--- src/rtl/mem_arb_pkg.sv ---
// Shared constants and request bundle type for the data memory arbiter.
package mem_arb_pkg;

    localparam int PORT_CPU = 0;
    localparam int PORT_LDR = 1;

    localparam int MEM_DEPTH_DEF    = 256;
    localparam int STARVE_LIMIT_DEF = 4;
    localparam int CW_DEF           = 3;

    typedef struct packed {
        logic        we;
        logic [31:0] addr;
        logic [31:0] wdata;
    } mem_req_t;

endpackage

--- src/rtl/mem_arb_starve_ctr.sv ---
// Saturating count of consecutive cycles the loader port has been denied.
module mem_arb_starve_ctr #(
    parameter int LIMIT = 4,
    parameter int CW    = 3
) (
    input  logic clk,
    input  logic rst,
    input  logic inc,
    input  logic clr,
    output logic sat
);

    logic [CW-1:0] cnt;

    always_ff @(posedge clk) begin
        if (rst || clr) begin
            cnt <= '0;
        end else if (inc && (cnt != CW'(LIMIT))) begin
            cnt <= cnt + CW'(1);
        end
    end

    assign sat = (cnt == CW'(LIMIT));

endmodule

--- src/rtl/data_mem_arbiter.sv ---
// Two-port arbiter in front of data_mem: CPU port has priority, loader port is
// protected from starvation; read data and range errors return one cycle later.
module data_mem_arbiter
    import mem_arb_pkg::*;
#(
    parameter int MEM_DEPTH    = MEM_DEPTH_DEF,
    parameter int STARVE_LIMIT = STARVE_LIMIT_DEF,
    parameter int CW           = CW_DEF
) (
    input  logic        clk,
    input  logic        rst,
    input  logic        p0_req,
    input  logic        p0_we,
    input  logic [31:0] p0_addr,
    input  logic [31:0] p0_wdata,
    output logic        p0_gnt,
    output logic        p0_rvalid,
    output logic [31:0] p0_rdata,
    output logic        p0_err,
    input  logic        p1_req,
    input  logic        p1_we,
    input  logic [31:0] p1_addr,
    input  logic [31:0] p1_wdata,
    output logic        p1_gnt,
    output logic        p1_rvalid,
    output logic [31:0] p1_rdata,
    output logic        p1_err,
    output logic        mem_read,
    output logic        mem_write,
    output logic [31:0] mem_addr,
    output logic [31:0] mem_wdata,
    input  logic [31:0] mem_rdata
);

    mem_req_t    req_bus [2];
    logic [1:0]  req;
    logic [1:0]  gnt;
    mem_req_t    sel;
    logic        any_gnt;
    logic        in_range;
    logic        starve_sat;
    logic [1:0]  rvalid_p1;
    logic [1:0]  err_p1;
    logic [31:0] rdata_p1 [2];

    // Stage 0: arbitration and memory port drive
    always_comb begin
        req[PORT_CPU]     = p0_req;
        req[PORT_LDR]     = p1_req;
        req_bus[PORT_CPU] = '{we: p0_we, addr: p0_addr, wdata: p0_wdata};
        req_bus[PORT_LDR] = '{we: p1_we, addr: p1_addr, wdata: p1_wdata};

        gnt = 2'b00;
        if (!rst) begin
            if (req[PORT_LDR] && (!req[PORT_CPU] || starve_sat)) begin
                gnt[PORT_LDR] = 1'b1;
            end else if (req[PORT_CPU]) begin
                gnt[PORT_CPU] = 1'b1;
            end
        end

        sel       = gnt[PORT_LDR] ? req_bus[PORT_LDR] : req_bus[PORT_CPU];
        any_gnt   = |gnt;
        in_range  = ({2'b00, sel.addr[31:2]} < 32'(MEM_DEPTH));
        mem_read  = any_gnt && in_range && !sel.we;
        mem_write = any_gnt && in_range && sel.we;
        mem_addr  = any_gnt ? sel.addr : '0;
        mem_wdata = any_gnt ? sel.wdata : '0;
    end

    assign p0_gnt = gnt[PORT_CPU];
    assign p1_gnt = gnt[PORT_LDR];

    mem_arb_starve_ctr #(
        .LIMIT (STARVE_LIMIT),
        .CW    (CW)
    ) u_starve (
        .clk (clk),
        .rst (rst),
        .inc (p1_req && !gnt[PORT_LDR]),
        .clr (!p1_req || gnt[PORT_LDR]),
        .sat (starve_sat)
    );

    // Stage 1: registered read response and range error per port
    always_ff @(posedge clk) begin
        if (rst) begin
            rvalid_p1   <= 2'b00;
            err_p1      <= 2'b00;
            rdata_p1[0] <= '0;
            rdata_p1[1] <= '0;
        end else begin
            for (int i = 0; i < 2; i++) begin
                rvalid_p1[i] <= gnt[i] && !sel.we;
                err_p1[i]    <= gnt[i] && !in_range;
                if (gnt[i] && !sel.we) begin
                    rdata_p1[i] <= in_range ? mem_rdata : '0;
                end
            end
        end
    end

    // Masking with rst drops a response already in flight when reset arrives.
    assign p0_rvalid = rvalid_p1[PORT_CPU] && !rst;
    assign p1_rvalid = rvalid_p1[PORT_LDR] && !rst;
    assign p0_err    = err_p1[PORT_CPU] && !rst;
    assign p1_err    = err_p1[PORT_LDR] && !rst;
    assign p0_rdata  = rst ? '0 : rdata_p1[PORT_CPU];
    assign p1_rdata  = rst ? '0 : rdata_p1[PORT_LDR];

endmodule

--- config.mk ---
export PLATFORM = sky130hd
export DESIGN_NAME = data_mem_arbiter
export DESIGN_NICKNAME = d
export VERILOG_FILES = /design/src/rtl/mem_arb_pkg.sv /design/src/rtl/mem_arb_starve_ctr.sv /design/src/rtl/data_mem_arbiter.sv
export SDC_FILE = /design/constraint.sdc
export NUM_CORES = 1
export LEC_CHECK = 0
export ABC_AREA = 1
export CORE_ASPECT_RATIO = 1.1
export CORE_MARGIN = 2
export CORE_UTILIZATION = 30
export CTS_BUF_LIST = sky130_fd_sc_hd__clkbuf_16
export CTS_CLUSTER_SIZE = 25
export DETAILED_ROUTE_END_ITERATION = 6
export PLACE_DENSITY_LB_ADDON = 0.15
export SLEW_MARGIN = 20
export SYNTH_ARGS = -nofsm -noshare
export SYNTH_HDL_FRONTEND = slang
export SYNTH_SLANG_ARGS = --single-unit
--- constraint.sdc ---
create_clock -name clk -period 4.35 [get_ports clk]
set_input_delay 0.87 -clock clk [delete_from_list [all_inputs] [get_ports clk]]
set_output_delay 0.87 -clock clk [all_outputs]
set_load 0.01 [all_outputs]
==> flow_summary.yaml, run 1 <==
worst_hold_path:
  hold_path.startpoint: "u_starve.cnt[0]$_SDFFE_PP0P_"
  timing.hold.worst_path_depth: 2
  hold_end: "u_starve.cnt[0]$_SDFFE_PP0P_"
  hold_path_class: "reg2reg"
route:
  first_pass_iters: 4
  drc: 0
  vias_per_cell: 4.40
  wirelength_mm: 17.3
  drtIter0Drc: 294
  antenna_violating_nets_post_route: 0
  vias: 4796
  detail_route.wl_per_cell_um: 15.9
global_route:
  first_global_vias: 4707
  antenna_found_initial: 4
  gr_overflow_total: 0
  grt_max_degree: 69
  wire_length_of_the_first_global_routing_pass_mm: 25.2
  grt.total_usage: 0.214
setup_path:
  worst_setup_path_end_kind: "output port"
  r2r_slack_ns: 1.55
  timing.critical_path.fanout_max: 35
  critical_path_arrival_ns: 3.32
  reg2reg_to: "rdata_p1[0][31]$_DFFE_PP_"
  timing.critical_path.from_type: "input port"
  worst_r2r_path_depth: 12
  critical_path_class: "in2out"
  regToRegStartpoint: "u_starve.cnt[0]$_SDFFE_PP0P_"
  crit_required_ns: 3.48
clocking:
  cts.path.max_buffers: 2
  holdBufCountCts: 0
  clock_sinks: 71
  cts_setup_buffers: 0
  clock_latency_ns: 0.33
  worst_setup_hold_path_clk_slew_ns: 0.05
  cts_max_level: 3
  tritoncts_clock_tree: "built"
  postCtsResizedCells: 0
  cts_root_buffer: "clkbuf_16"
  numCtsBuffers: 9
synthesis:
  post-synth-top-area-cell: "edfxtp_1"
  synth.lib_cells_used.distinct: 24
  yosys_reg_bits: 71
  synth-warning-count: 0
  ys_seq_area_frac: 0.474
  syn-num-nets: 762
  synthDominantCellAreaShare: 0.442
  postSynthAreaPerCell_um2: 7.32
  cell_count_after_synthesis: 594
  mappedNetlistArea_um2: 4350
  yosys-top-cells-area: "edfxtp_1 44%, nand2_1 12%, inv_1 11%, nor2_1 8.5%, a21oi_1 6.6%"
timing:
  min_period_ns: 4.19
  setup_repair_after_global_routing_missed_its_margin: "false"
  slew_viol_final: 0
  number_of_hold_violations_in_the_final_report: 0
  clock-skew-final_ns: 0.00494
  finalSetupViolCount: 0
  timing.max_slew.rel_slack: 0.307
  timing_worst_slew_pin_value_ns: 1.04
  setup_total_negative_slack_ns: 0
  maxClockFrequency_ghz: 0.238
  layout_worst_path_cycle_share: 0.964
floorplan:
  core.rowCount: 46
  ios: 302
  start_util: 0.305
  fp.coreArea_um2: 14300
  die_area_um2: 15500
  die_width_um: 119
  fp.dieH_um: 130
placement:
  portBuffers: 301
  place_inst: 1072
  postPlaceCellArea_um2: 7600
  place_congestion: 0.938
  dp_hpwl_mm: 13.4
final_layout:
  nFillCells: 1383
  final_nets: 1060
  finalInstanceArea_um2: 7920
  syn2layout_area_growth_pct: 82.1
  final_layout_size_suffix_gt1_frac: 0.0847
  most_common_cell_after_layout_fill_and_taps_aside: "clkdlybuf4s50_1"
  final-instance-count-excl-fill: 1090
  final_cell_mix: "300 x clkdlybuf4s50_1, 141 x nand2_1, 128 x inv_1"
power:
  power_per_cell_area_nw_per_um2: 255
  p_total_mw: 2.02
  static-leakage-power_nw: 3.41
  irDropWorstVdd_mv: 0.207
run_status:
  status: "complete, no violations"
run:
  drv_cap: 0
## kinds of logic (layout without fill, tap and decap cells)
| group | count (synthesis) | after routing | synth area share |
|---|---|---|---|
| AND/OR/NAND/NOR | 292 | 293 | 0.289 |
| buffers and inverters | 164 | 466 | 0.155 |
| flip-flops | 71 | 71 | 0.474 |
| AO/OA/AOI/OAI | 65 | 65 | 0.0757 |
| adder cells (fa/ha/maj) | 2 | 2 | 0.00575 |
| other | 0 | 1 | 0 |
## state kept, by name (all words and copies together) (netlist names)
name,flops
err_p1,2
u_starve.cnt,3
rvalid_p1,2
rdata_p1,64
## critical path, stage by stage
cell	delay [ns]
clkdlybuf4s50_1	0.52
nand2_4	0.08
nand3_4	0.07
buf_4	0.35
nand2_1	0.09
nand2_1	0.10
nand2_1	0.06
nor2_1	0.10
nand2_1	0.09
nor2_4	0.15
nand2_1	0.07
nor2_1	0.19
clkdlybuf4s50_1	0.59
## worst max path at each step
stage                start                   endpoint  slack, ns
finish              p0_req                  mem_write       0.16
global route        p0_req                  mem_write       0.01
CTS                 p0_req                  mem_write       0.14
detailed placement  p1_req              mem_wdata[19]      0.003
global placement    p1_req                   mem_read       0.07
floorplan           p1_req  rdata_p1[0][32]$_DFFE_PP_       0.25
## per-layer routing
layer	share of wire	global-route usage	up-vias	routed length, um
met5	0.0018	0	-	32
met4	0.035	0.0847	6	611
met3	0.10	0.0997	43	1820
met2	0.50	0.379	212	8630
met1	0.36	0.221	2140	6220
li1	-	-	2395	-
## power breakdown
part / switching (mW) / internal [mW] / leakage [nW]
clock: 0.266 / 0.497 / 0.157
combinational: 0.210 / 0.273 / 2.51
sequential: 0.00694 / 0.768 / 0.744
## metrics by stage
stage	setup WS, ns	hold slack, ns	utilization
after floorplan	0.254	0.451	-
after global routing	0.0113	0.527	0.555
after detailed placement	0.00294	0.480	0.532
after global placement	0.0666	0.461	0.532
final	0.157	0.496	0.555
after CTS	0.136	0.491	0.555
## Yosys cell counts (all sizes together)
master and number:
edfxtp 64, ha 2, dfxtp 7, nand2 143
nand4 14, a21oi 57, inv 130, a31oi 1
clkbuf 10, o21ai 6, buf 24, nor2 129
o21bai 1, nand3 6
## cell type report
type | count | area [um2] | share of cell area
Inverter | 130 | 490 | 0.0619
Clock buffer | 9 | 225 | 0.0284
Multi-Input combinational cell | 360 | 1650 | 0.208
Sequential cell | 71 | 2060 | 0.260
Antenna cell | 1 | 2.50 | 0.000316
Tap cell | 192 | 240 | 0.0303
Clock inverter | 7 | 87.6 | 0.0111
Timing Repair Buffer | 320 | 3160 | 0.399
Power figures use the tool's default switching activity.
==> run 2: changes to the inputs <==
PLACE_DENSITY_LB_ADDON = 0.05   (was 0.15)
==> flow_summary.yaml, run 2 (same netlist as run 1, synthesis figures left out) <==
final_layout:
  final_layout_size_suffix_gt1_frac: 0.0763
  nFillCells: 1387
  most_common_cell_after_layout_fill_and_taps_aside: "clkdlybuf4s50_1"
  final_cell_mix: "300 x clkdlybuf4s50_1, 141 x nand2_1, 131 x inv_1"
  antenna_cells_inserted: 0
  final_nets: 1054
  max_flop_register: "rdata_p1"
  layout_top_registers: "rdata_p1: 64 flops, u_starve.cnt: 3 flops"
  syn2layout_area_growth_pct: 81.0
  largest_register_ff_count: 64
  finalInstanceArea_um2: 7870
run:
  drv_cap: 0
run_status:
  status: "complete, no violations"
clocking:
  worst_setup_hold_path_clk_slew_ns: 0.05
  clock_latency_ns: 0.33
  tritoncts_clock_tree: "built"
  holdBufCountCts: 0
  cts_root_buffer: "clkbuf_16"
  cts_setup_buffers: 0
  postCtsResizedCells: 0
  cts_max_level: 3
  numCtsBuffers: 9
  clock_sinks: 71
  cts.path.max_buffers: 2
setup_path:
  slowest_delay_ns: 0.60
  worst_setup_path_end_kind: "output port"
  reg2reg_to: "rdata_p1[0][33]$_DFFE_PP_"
  critical_path_arrival_ns: 3.33
  crit_required_ns: 3.48
  critical_path_class: "in2out"
  worst_r2r_path_depth: 12
  r2r_slack_ns: 1.70
  timing.critical_path.fanout_max: 23
  crit_chain: "clkdlybuf4s50_1 > buf_4 > nand2_1 > nand3_1 > inv_1 > nor2_4 > buf_4 > a21oi_1 > clkdlybuf4s50_1"
  crit_slowest_cell: "clkdlybuf4s50_1"
  regToRegStartpoint: "u_starve.cnt[0]$_SDFFE_PP0P_"
  timing.critical_path.from_type: "input port"
placement:
  postPlaceCellArea_um2: 7550
  place_congestion: 0.901
  dp_slack_ns: 0.130
  portBuffers: 301
  dp_hpwl_mm: 13.1
route:
  antenna_violating_nets_post_route: 0
  detail_route.wl_per_cell_um: 15.1
  vias: 4704
  first_pass_iters: 4
  vias_per_cell: 4.34
  wirelength_mm: 16.4
  drc: 0
  drtIter0Drc: 183
timing:
  number_of_hold_violations_in_the_final_report: 0
  setup_slack_ns: 0.146
  setup_repair_after_global_routing_missed_its_margin: "true"
  clock-skew-final_ns: 0.00470
  min_period_ns: 4.20
  timing_worst_slew_pin_value_ns: 0.643
  setup_total_negative_slack_ns: 0
  finalSetupViolCount: 0
  layout_worst_path_cycle_share: 0.966
  maxClockFrequency_ghz: 0.238
  timing.max_slew.rel_slack: 0.571
  slew_viol_final: 0
power:
  power.switching_fraction: 0.232
  clkPwrFrac: 0.373
  power.internal_mw: 1.53
  irDropWorstVdd_mv: 0.201
  power_frac_comb: 0.239
  power_per_cell_area_nw_per_um2: 253
  netSwitchingPower_mw: 0.463
  p_seq_frac: 0.389
  p_total_mw: 1.99
  static-leakage-power_nw: 3.39
global_route:
  grt_max_degree: 69
  gr_overflow_total: 0
  wire_length_of_the_first_global_routing_pass_mm: 23.8
  first_global_vias: 4699
  antenna_found_initial: 0
  grt.total_usage: 0.199
floorplan:
  ios: 302
  die_width_um: 119
  die_area_um2: 15500
  start_util: 0.305
  fp.dieH_um: 130
  core.rowCount: 46
  fp.coreArea_um2: 14300
worst_hold_path:
  hold_path_class: "reg2reg"
  hold_end: "u_starve.cnt[2]$_SDFFE_PP0P_"
  hold_path.startpoint: "u_starve.cnt[2]$_SDFFE_PP0P_"
  timing.hold.worst_path_depth: 1
run 2: stage by stage:
step                hold slack, ns  cells  utilization
global route                 0.494   1083        0.551
floorplan                    0.451    594            -
global placement             0.465   1066        0.529
detailed placement           0.486   1066        0.529
finish                       0.495   1083        0.551
CTS                          0.488   1082        0.550
run 2: metal layers:
metal	global-route usage	share of wire	wire length (um)
met3	0.0787	0.094	1540
met2	0.351	0.50	8130
met1	0.213	0.38	6160
met4	0.0826	0.033	546
met5	0	0	0
run 2: cell type report:
type,count,area [um2],area share
Timing Repair Buffer,314,3120,0.397
Clock buffer,9,225,0.0286
Tap cell,192,240,0.0305
Multi-Input combinational cell,360,1650,0.210
Inverter,130,490,0.0623
Clock inverter,7,81.3,0.0103
Sequential cell,71,2060,0.262
run 2: worst max path at each step:
stage	slack (ns)	startpoint	cells past startpoint	end
after detailed placement	0.13	p0_req	8	mem_wdata[20]
after global routing	-0.03	p1_req	9	mem_addr[18]
final	0.15	p1_req	9	mem_addr[18]
after global placement	0.17	p1_req	9	mem_addr[18]
after floorplan	0.25	p1_req	4	rdata_p1[0][32]$_DFFE_PP_
after CTS	0.13	p0_req	8	mem_wdata[20]
run 2: power by group through the flow:
stage | Combinational, mW | Sequential (mW) | Clock [mW]
after floorplan | 0.171 | 0.789 | 0
after global placement | 0.478 | 0.788 | 0
after detailed placement | 0.477 | 0.789 | 0
after CTS | 0.481 | 0.775 | 0.762
after global routing | 0.515 | 0.777 | 0.789
final | 0.476 | 0.775 | 0.743
run 2: worst max-delay path, delay by kind of cell:
family,cells,cell delay (ns)
compound gates,1,0.08
simple gates,3,0.57
buf+inv,5,1.80
